**config.mk**
```make
export PLATFORM = sky130hd
export DESIGN_NAME = instr_fetch
export DESIGN_NICKNAME = d
export VERILOG_FILES = /design/src/rtl/instr_fetch_pkg.sv /design/src/rtl/fetch_queue.sv /design/src/rtl/instr_fetch.sv
export SDC_FILE = /design/constraint.sdc
export NUM_CORES = 1
export LEC_CHECK = 0
export CAP_MARGIN = 20
export CORE_MARGIN = 3
export CORE_UTILIZATION = 44
export DETAILED_ROUTE_END_ITERATION = 10
export PLACE_DENSITY_LB_ADDON = 0.08
export RECOVER_POWER = 100
export SLEW_MARGIN = 0
export SYNTH_ARGS = -nofsm -noshare
export SYNTH_HDL_FRONTEND = slang
export SYNTH_SLANG_ARGS = --single-unit
export TNS_END_PERCENT = 20
```
**constraint.sdc**
```tcl
create_clock -name c -period 1.75 [get_ports c]
set_clock_uncertainty 0.05 [all_clocks]
set_input_delay 0.175 -clock c [delete_from_list [all_inputs] [get_ports c]]
set_output_delay 0.175 -clock c [all_outputs]
set_load 0.03 [all_outputs]
```
**src/rtl/instr_fetch_pkg.sv**
```systemverilog
// Shared widths, reset PC and fetch FSM encoding for the instruction fetch stage.
package instr_fetch_pkg;

   localparam int unsigned WORD_W = 8;
   localparam int unsigned ADDR_W = 8;
   localparam logic [ADDR_W-1:0] MEM_OFFSET = 8'hC8;

   typedef enum logic [1:0] {
      StIdle  = 2'd0,
      StWait  = 2'd1,
      StDrain = 2'd2
   } fetch_state_e;

endpackage

```
**src/rtl/fetch_queue.sv**
```systemverilog
// Circular FIFO of fetched {instr, pc} pairs; flush empties it at the clock edge.
module fetch_queue
   import instr_fetch_pkg::*;
#(
   parameter int unsigned DEPTH = 2,
   localparam int unsigned PtrW = $clog2(DEPTH),
   localparam int unsigned CntW = PtrW + 1
) (
   input  logic              c,
   input  logic              rst_n,
   input  logic              push,
   input  logic              pop,
   input  logic              flush,
   input  logic [WORD_W-1:0] push_instr,
   input  logic [ADDR_W-1:0] push_pc,
   output logic [WORD_W-1:0] head_instr,
   output logic [ADDR_W-1:0] head_pc,
   output logic [CntW-1:0]   count,
   output logic              full,
   output logic              empty
);

   logic [WORD_W-1:0] instr_q [DEPTH];
   logic [ADDR_W-1:0] pc_q    [DEPTH];
   logic [PtrW-1:0]   wr_ptr_q, rd_ptr_q;
   logic [CntW-1:0]   count_q;
   logic              do_push, do_pop;

   assign full    = (count_q == CntW'(DEPTH));
   assign empty   = (count_q == '0);
   assign do_push = push & ~full;
   assign do_pop  = pop & ~empty;

   always_ff @(posedge c or negedge rst_n) begin
      if (!rst_n) begin
         wr_ptr_q <= '0;
         rd_ptr_q <= '0;
         count_q  <= '0;
         for (int i = 0; i < DEPTH; i++) begin
            instr_q[i] <= '0;
            pc_q[i]    <= '0;
         end
      end else if (flush) begin
         wr_ptr_q <= '0;
         rd_ptr_q <= '0;
         count_q  <= '0;
      end else begin
         if (do_push) begin
            instr_q[wr_ptr_q] <= push_instr;
            pc_q[wr_ptr_q]    <= push_pc;
            wr_ptr_q          <= wr_ptr_q + PtrW'(1);
         end
         if (do_pop) begin
            rd_ptr_q <= rd_ptr_q + PtrW'(1);
         end
         count_q <= count_q + CntW'(do_push) - CntW'(do_pop);
      end
   end

   assign head_instr = instr_q[rd_ptr_q];
   assign head_pc    = pc_q[rd_ptr_q];
   assign count      = count_q;

endmodule

```
**src/rtl/instr_fetch.sv**
```systemverilog
// Fetch stage: one outstanding memory request at a time, advances the PC once per
// accepted fetch, and discards wrong-path work on a taken branch.
module instr_fetch
   import instr_fetch_pkg::*;
#(
   parameter int unsigned DEPTH = 2
) (
   input  logic              c,
   input  logic              rst_n,
   input  logic [ADDR_W-1:0] pc_in,
   input  logic              esc_pc,
   input  logic              halt_in,
   output logic              halt_pc,
   output logic              mem_req,
   output logic [ADDR_W-1:0] mem_addr,
   input  logic              mem_ack,
   input  logic [WORD_W-1:0] mem_rdata,
   output logic [WORD_W-1:0] ir,
   output logic [ADDR_W-1:0] ir_pc,
   output logic              ir_valid,
   input  logic              dec_ready
);

   localparam int unsigned CntW = $clog2(DEPTH) + 1;

   fetch_state_e    state_q, state_d;
   logic            push, pop, full, empty;
   logic [CntW-1:0] count, count_on_ack;

   fetch_queue #(
      .DEPTH(DEPTH)
   ) u_queue (
      .c         (c),
      .rst_n     (rst_n),
      .push      (push),
      .pop       (pop),
      .flush     (esc_pc),
      .push_instr(mem_rdata),
      .push_pc   (pc_in),
      .head_instr(ir),
      .head_pc   (ir_pc),
      .count     (count),
      .full      (full),
      .empty     (empty)
   );

   assign ir_valid = ~empty;
   assign pop      = ir_valid & dec_ready;
   assign mem_addr = pc_in;
   assign mem_req  = (state_q != StIdle);

   // Occupancy after an accepted ack, including a same-cycle pop.
   assign count_on_ack = count + CntW'(1) - CntW'(pop);

   always_comb begin
      state_d = state_q;
      push    = 1'b0;
      halt_pc = 1'b1;
      unique case (state_q)
         StIdle: begin
            if (!full && !halt_in && !esc_pc) state_d = StWait;
         end
         StWait: begin
            if (esc_pc) begin
               state_d = mem_ack ? StIdle : StDrain;
            end else if (mem_ack) begin
               push    = 1'b1;
               halt_pc = halt_in;
               state_d = (count_on_ack < CntW'(DEPTH) && !halt_in) ? StWait : StIdle;
            end
         end
         StDrain: begin
            if (mem_ack) state_d = StIdle;
         end
         default: state_d = StIdle;
      endcase
      // A taken branch always lets the PC load its target.
      if (esc_pc) halt_pc = 1'b0;
   end

   always_ff @(posedge c or negedge rst_n) begin
      if (!rst_n) begin
         state_q <= StIdle;
      end else begin
         state_q <= state_d;
      end
   end

endmodule
```
Yosys cells after proc, flatten, opt, wreduce, memory -nomap -nowiden:

Cells that the tools add are included.

* logic and storage cells: 74
* bits in latches: 0
* memory bits (writable): 0
* ROM bits: 0
* input port bits: 22
* memories: 0
* output and inout bits: 27
* register bits: 38

* $add $sub $neg: 6
* muxes and demuxes: 28
* eq/ne operators: 6
* div/mod/pow operators: 0
* shift operators: 0
* order comparisons: 4
* multipliers: 0
* reduce and logical (&&, ||, !) cells: 14
* bitwise operators: 8

Operators by type and width (count)
* 8-bit 2-to-1 mux: 7
* 16-bit bitwise mux: 2
* 2-bit 2-to-1 mux: 6
* 1-bit 2-to-1 mux: 11
* 8-bit demux with 1-bit select: 1
* 2-bit one-hot mux with 3 select lines: 1
* 2-bit nonzero test: 3
* 2-bit equality test, second input constant: 2
* 2-bit >= comparator, second input constant: 2
* 1-bit logical AND: 4
* 2-bit zero test: 2
* 2-bit != test, second input constant: 2
* 1-bit NOT with 2-bit output: 2
* 2-bit by 1-bit subtractor with 2-bit output: 2
* 1-bit AND: 3
* 1-bit zero test: 3
* 3-bit != test, second input constant: 1
* 1-bit NOT: 3
* 3-bit AND reduction: 1
* 1-bit adder, second input constant: 2
* 2-bit by 1-bit adder with 2-bit output: 1
* 2-bit by 1-bit adder with 2-bit output, second input constant: 1
* 2-bit by 1-bit equality test with 1-bit output, second input constant: 1
* 2-bit by 1-bit < comparator with 1-bit output, second input constant: 1
* other kinds (2): 2

Longest topological paths before layout:

* depth after elaboration: 10
* depth in mapped cells: 7
* gate-level depth less buffers: 7

Cells and area by module:

Synthesis repeated with hierarchy kept, for this count alone.

* cell total of the unflattened synthesis: 136
* area, all modules: 1839.3 µm²

By module, submodules not included
* fetch_queue: area each 1622.8 µm², instances 1, cells each 109
* instr_fetch: area each 216.5 µm², instances 1, cells each 27

Worst setup path after synthesis:

Ideal clock, no wire load.

* kind: register -> register
* start: register u_queue.count_q[1] (netlist: u_queue.count[1])
* end: register u_queue.count_q[0] (netlist: u_queue.count[0])
* arrival: 1.461 ns
* stages on the path, launching flop included: 7
* setup time: 0.118 ns
* slack: 0.120 ns
* data required time: 1.582 ns
* cell sequence: dfrtp_1 > o21ai_0 > inv_1 > ha_1 > inv_1 > ha_1 > and2b_1

* cells in the longest elaborated chain, start to end: 6
* elaborated cells on any way between the ends: 10
* those cells by class: 2 x add/sub; 1 x eq/ne; 1 x mux; 5 x bitwise; 1 x reduce/logical

Ends and longest elaborated chain
* from (decl): RTL line fetch_queue.sv:26 `logic [CntW-1:0] count_q;`
* from (signal assigned): RTL line fetch_queue.sv:56 `count_q <= count_q + CntW'(do_push) - CntW'(do_pop);`
* 2-bit equality test / 2-bit zero test (equally long branches): RTL line fetch_queue.sv:29, fetch_queue.sv:30
* 1-bit NOT (on tied branches): RTL line fetch_queue.sv:31, fetch_queue.sv:32, instr_fetch.sv:47
* 1-bit AND (on tied branches): RTL line fetch_queue.sv:31, instr_fetch.sv:48
* 2-bit by 1-bit adder with 2-bit output / 1-bit AND (equally long branches): RTL line fetch_queue.sv:56, fetch_queue.sv:32
* 2-bit by 1-bit subtractor with 2-bit output *: RTL line fetch_queue.sv:56
* 2-bit 2-to-1 mux *: RTL line fetch_queue.sv:43 `end else if (flush) begin`

Every way passes the cells marked *; elsewhere a longest branch is shown, timed or not.
A chain may end at the register's enable or synchronous reset.

Worst setup path after layout:

* start: register u_queue.rd_ptr_q
* end: output ir[7]

* cells in the longest elaborated chain, start to end: 4

Ends and longest elaborated chain
* from (decl): RTL line fetch_queue.sv:25 `logic [PtrW-1:0] wr_ptr_q, rd_ptr_q;`
* from (signal assigned): RTL line fetch_queue.sv:54 `rd_ptr_q <= rd_ptr_q + PtrW'(1);`
* 1-bit NOT with 2-bit output (not written as such): RTL line fetch_queue.sv:60 `assign head_instr = instr_q[rd_ptr_q];`
* 8-bit 2-to-1 mux (not written as such) (3 in a row): RTL line fetch_queue.sv:60
* to (decl): RTL line instr_fetch.sv:18 `output logic [WORD_W-1:0] ir,`

No other way between the ends. The select of a mux whose other input is x is not followed.

==> impl_results.md <==
* Status: complete, no violations
* Routed WL at 3740 um
* First-pass GRT wire length at 6440 um
* Final hold vios at 0
* CTS buffer count at 5
* Compound-cell area share of the yosys netlist at 1.76%
* Core area at 4120 um^2
* Clk pwr share at 13.9%
* Initial Utilization at 46.6%
* Largest net degree at the start of global routing at 18
* Switch Pwr at 0.00155 W
* Yosys reg bits at 38
* Rows at 23
* Sequential Power Share at 36.0%
* Vias in the first global route at 1331
* Synth Area in Adders at 1.96%
* Post-placement cell count at 228
* Post-synthesis sequential area ratio at 49.6%
* Mux contribution to synthesized area at 31.9%
* Multi-input logic area at 796 um^2
* Hold crit path type: flip-flop to flip-flop
* Ant diodes at 0
* Clock tree buffer depth at 2
* Endpoint type of the worst setup path: primary output
* CTS H-tree lvls at 2
* Period minus WS final at 1.69 ns
* FFs w/ async S/R, synth at 100%
* Die H at 72.0 um
* Clock Pin Slew Worst Setup and Hold Paths at 0.08 ns
* Slowest-stage cell, CP: dfrtp_1
* Worst-path fanout max at 13
* Routability cong. at 0.713
* CTS tree: built
* DRC violations left at 0
* Main combinational cell family by area after synthesis: multiplexers
* Sequential cell area at 951 um^2
* Slowest stage delay, CP at 0.39 ns
* Avg Cell Area, Syn at 14.6 um^2
* Distinct cell type count after synthesis at 26
* Post-DP HPWL at 2840 um
* Fmax at 593 MHz
* Pins Over Slew Limit at 0
* Req. time, crit path at 1.52 ns
* CP Launch Type: flip-flop
* Worst skew pair latency at 0.27 ns
* Crit path DAT at 1.46 ns
* Internal power at 0.00245 W
* Crit Path Class: flip-flop to primary output
* EDFF count, synth at 0
* Final period utilization at 96.4%
* Pre-antenna DRT Iters at 4
* Max Cap Viol at 0
* Layout Cells excl Fill at 236
* Relative slew slack at 38.5%
* Port Buffers at 48
* Post-route cell area at 2450 um^2
* Layout net count at 211
* Via density at 5.00
* Syn. warnings at 0
* Initial antenna violation count at 0
* PD cells at 1630 nW/um^2
* Clk root buf: clkbuf_8
* Num ports at 49
* Peak supply drop at 0.731 mV
* Switching part of the total at 38.8%
* Actual slew at the worst max-slew pin at 0.923 ns
* Synth Flop Type: dfrtp_1
* TNS Setup at 0 ns
* Post-Synth Simple-Gate Area at 6.39%
* Routed vias at 1179
* Final setup fails at 0
* Wirelength per Cell at 15.8 um
* Mapped Area at 1920 um^2
* Lkg Pwr at 1.17 nW
* Fillers at 347
* Worst path cell trace: buf_12 > mux2_2 > clkdlybuf4s15_2
* DP Area at 2470 um^2
* Net Count, Synth at 156
* Cells after synthesis at 131
* Initial DRC count at 20
* Total congestion overflow at 0
* Comb power frac at 50.2%
* Synth Area in XOR/XNOR at 1.83%
* RSZ-0062 raised after global routing: false
* Area Overhead vs Synth at 27.8%
* CTS Sinks at 38
* GRT Total Usage at 15.9%
* DRT antenna net count at 0
* Post-CTS Setup Bufs at 0
* Die area at 5190 um^2
* Die width at 72.0 um
* Layout cells sized above 1 at 39.8%
==> critical path: cells and delay by family, from the launching register on <==
family | cells | cell delay (ns)
buffers and inverters | 2 | 0.44
DFF | 1 | 0.39
muxes | 1 | 0.35
==> power by group through the flow <==
| stage | Combinational, W | Sequential [W] | Clock [W] |
|---|---|---|---|
| floorplan | 0.00155 | 0.00138 | 0 |
| global placement | 0.00229 | 0.00143 | 0 |
| detailed placement | 0.00234 | 0.00146 | 0 |
| CTS | 0.00224 | 0.00145 | 0.000583 |
| global route | 0.00215 | 0.00149 | 0.000623 |
| finish | 0.00201 | 0.00144 | 0.000556 |
==> logic make-up (layout without fill, tap and decap cells) <==
group	after synthesis	after routing
buffers and inverters	17	72
muxes	48	48
DFF	38	38
AOI/OAI and AO/OA	6	6
adders and majority gates	3	3
xor gates and xnor gates	4	4
and+or+nand+nor	15	15
==> final cells by class <==
type                       instances  share of cell area [%]
clock buffer                       5                    2.81
timing repair buffer              61                    22.4
multi-input combinational         76                    32.5
clock inverter                     2                   0.408
tap                               50                    2.55
sequential                        38                    38.8
inverter                           4                   0.613
==> worst paths after layout <==
kind | slack (ns) | depth (start not counted) | from | end
worst max-delay path | 0.06 | 3 | u_queue.rd_ptr_q$_DFFE_PN0P_ | ir[7]
worst min-delay path | 0.44 | 1 | u_queue.pc_q[1]$_DFFE_PN0P_ | u_queue.pc_q[1]$_DFFE_PN0P_
worst max register to register | 0.12 | 4 | u_queue.count[1]$_DFF_PN0_ | u_queue.instr_q[5]$_DFFE_PN0P_
worst min register to register | 0.44 | 1 | u_queue.pc_q[1]$_DFFE_PN0P_ | u_queue.pc_q[1]$_DFFE_PN0P_
max in group asynchronous | 0.31 | 3 | rst_n | u_queue.pc_q[10]$_DFFE_PN0P_
min in group asynchronous | 0.50 | 2 | rst_n | u_queue.pc_q[11]$_DFFE_PN0P_
==> registers in the layout, indices dropped and copies added (netlist names) <==
| register | count |
|---|---|
| state_q | 2 |
| u_queue.count | 2 |
| u_queue.instr_q | 16 |
| u_queue.pc_q | 16 |
| u_queue.rd_ptr_q | 1 |
| u_queue.wr_ptr_q | 1 |
==> cell usage after synthesis (all sizes together), types with 2 or more instances <==
| cell type | n | share of area, % |
|---|---|---|
| nor2b | 2 | 0.65 |
| xor2 | 3 | 1.4 |
| buf | 12 | 5.6 |
| or2 | 2 | 0.65 |
| nand2b | 2 | 0.65 |
| mux2 | 48 | 32 |
| dfrtp | 38 | 50 |
| o21ai | 3 | 0.78 |
| nor2 | 3 | 0.59 |
| inv | 4 | 0.78 |
| ha | 3 | 2.0 |
==> metal layers <==
metal / track usage [%] / vias up / wire length [um]
met5: 0 / - / 0
met4: 2.51 / 0 / 10
met3: 3.32 / 2 / 167
met2: 28.3 / 30 / 1950
met1: 20.2 / 587 / 1610
li1: - / 560 / -
==> placed cells by master (no fill, tap or decap) <==
| cell type | instances |
|---|---|
| nor3b_4 | 1 |
| o21ai_0 | 2 |
| clkdlybuf4s50_1 | 20 |
| mux2_2 | 29 |
| clkbuf_1 | 3 |
| and2b_1 | 1 |
| nand2b_1 | 2 |
| buf_12 | 2 |
| nor2_1 | 3 |
| clkbuf_2 | 10 |
| nor4b_1 | 1 |
| mux2_4 | 6 |
| or2_2 | 2 |
| nand4b_4 | 1 |
| clkdlybuf4s15_2 | 7 |
| a21o_1 | 1 |
| dlygate4sd2_1 | 2 |
| inv_1 | 4 |
| xor2_1 | 3 |
| buf_4 | 7 |
| dlygate4sd3_1 | 9 |
| mux2_1 | 13 |
| a31oi_1 | 1 |
| ha_1 | 3 |
| clkbuf_4 | 1 |
| o21ai_2 | 1 |
| a21oi_1 | 1 |
| xnor2_1 | 1 |
| clkbuf_8 | 5 |
| and4_1 | 1 |
| clkinv_2 | 2 |
| and3_1 | 1 |
| dfrtp_1 | 38 |
| nor2b_1 | 2 |
==> what timing repair did <==
item,CTS,global route
hold endpoints to repair,15,0
hold buffers,1,0
endpoints found under the setup margin,18,10
resized for setup,40,12
==> stage by stage <==
step / power (W) / setup slack (ns) / util, % / hold WS [ns]
global placement: 0.00372 / -0.0553 / 60.0 / 0.0609
floorplan: 0.00294 / 0.120 / - / -0.171
global route: 0.00427 / 0.00711 / 59.6 / 0.458
finish: 0.00401 / 0.0637 / 59.6 / 0.440
detailed placement: 0.00381 / -0.0830 / 60.0 / 0.0718
CTS: 0.00427 / 0.00000278 / 62.3 / 0.306
No activity file was read; power rests on OpenSTA's default activity.
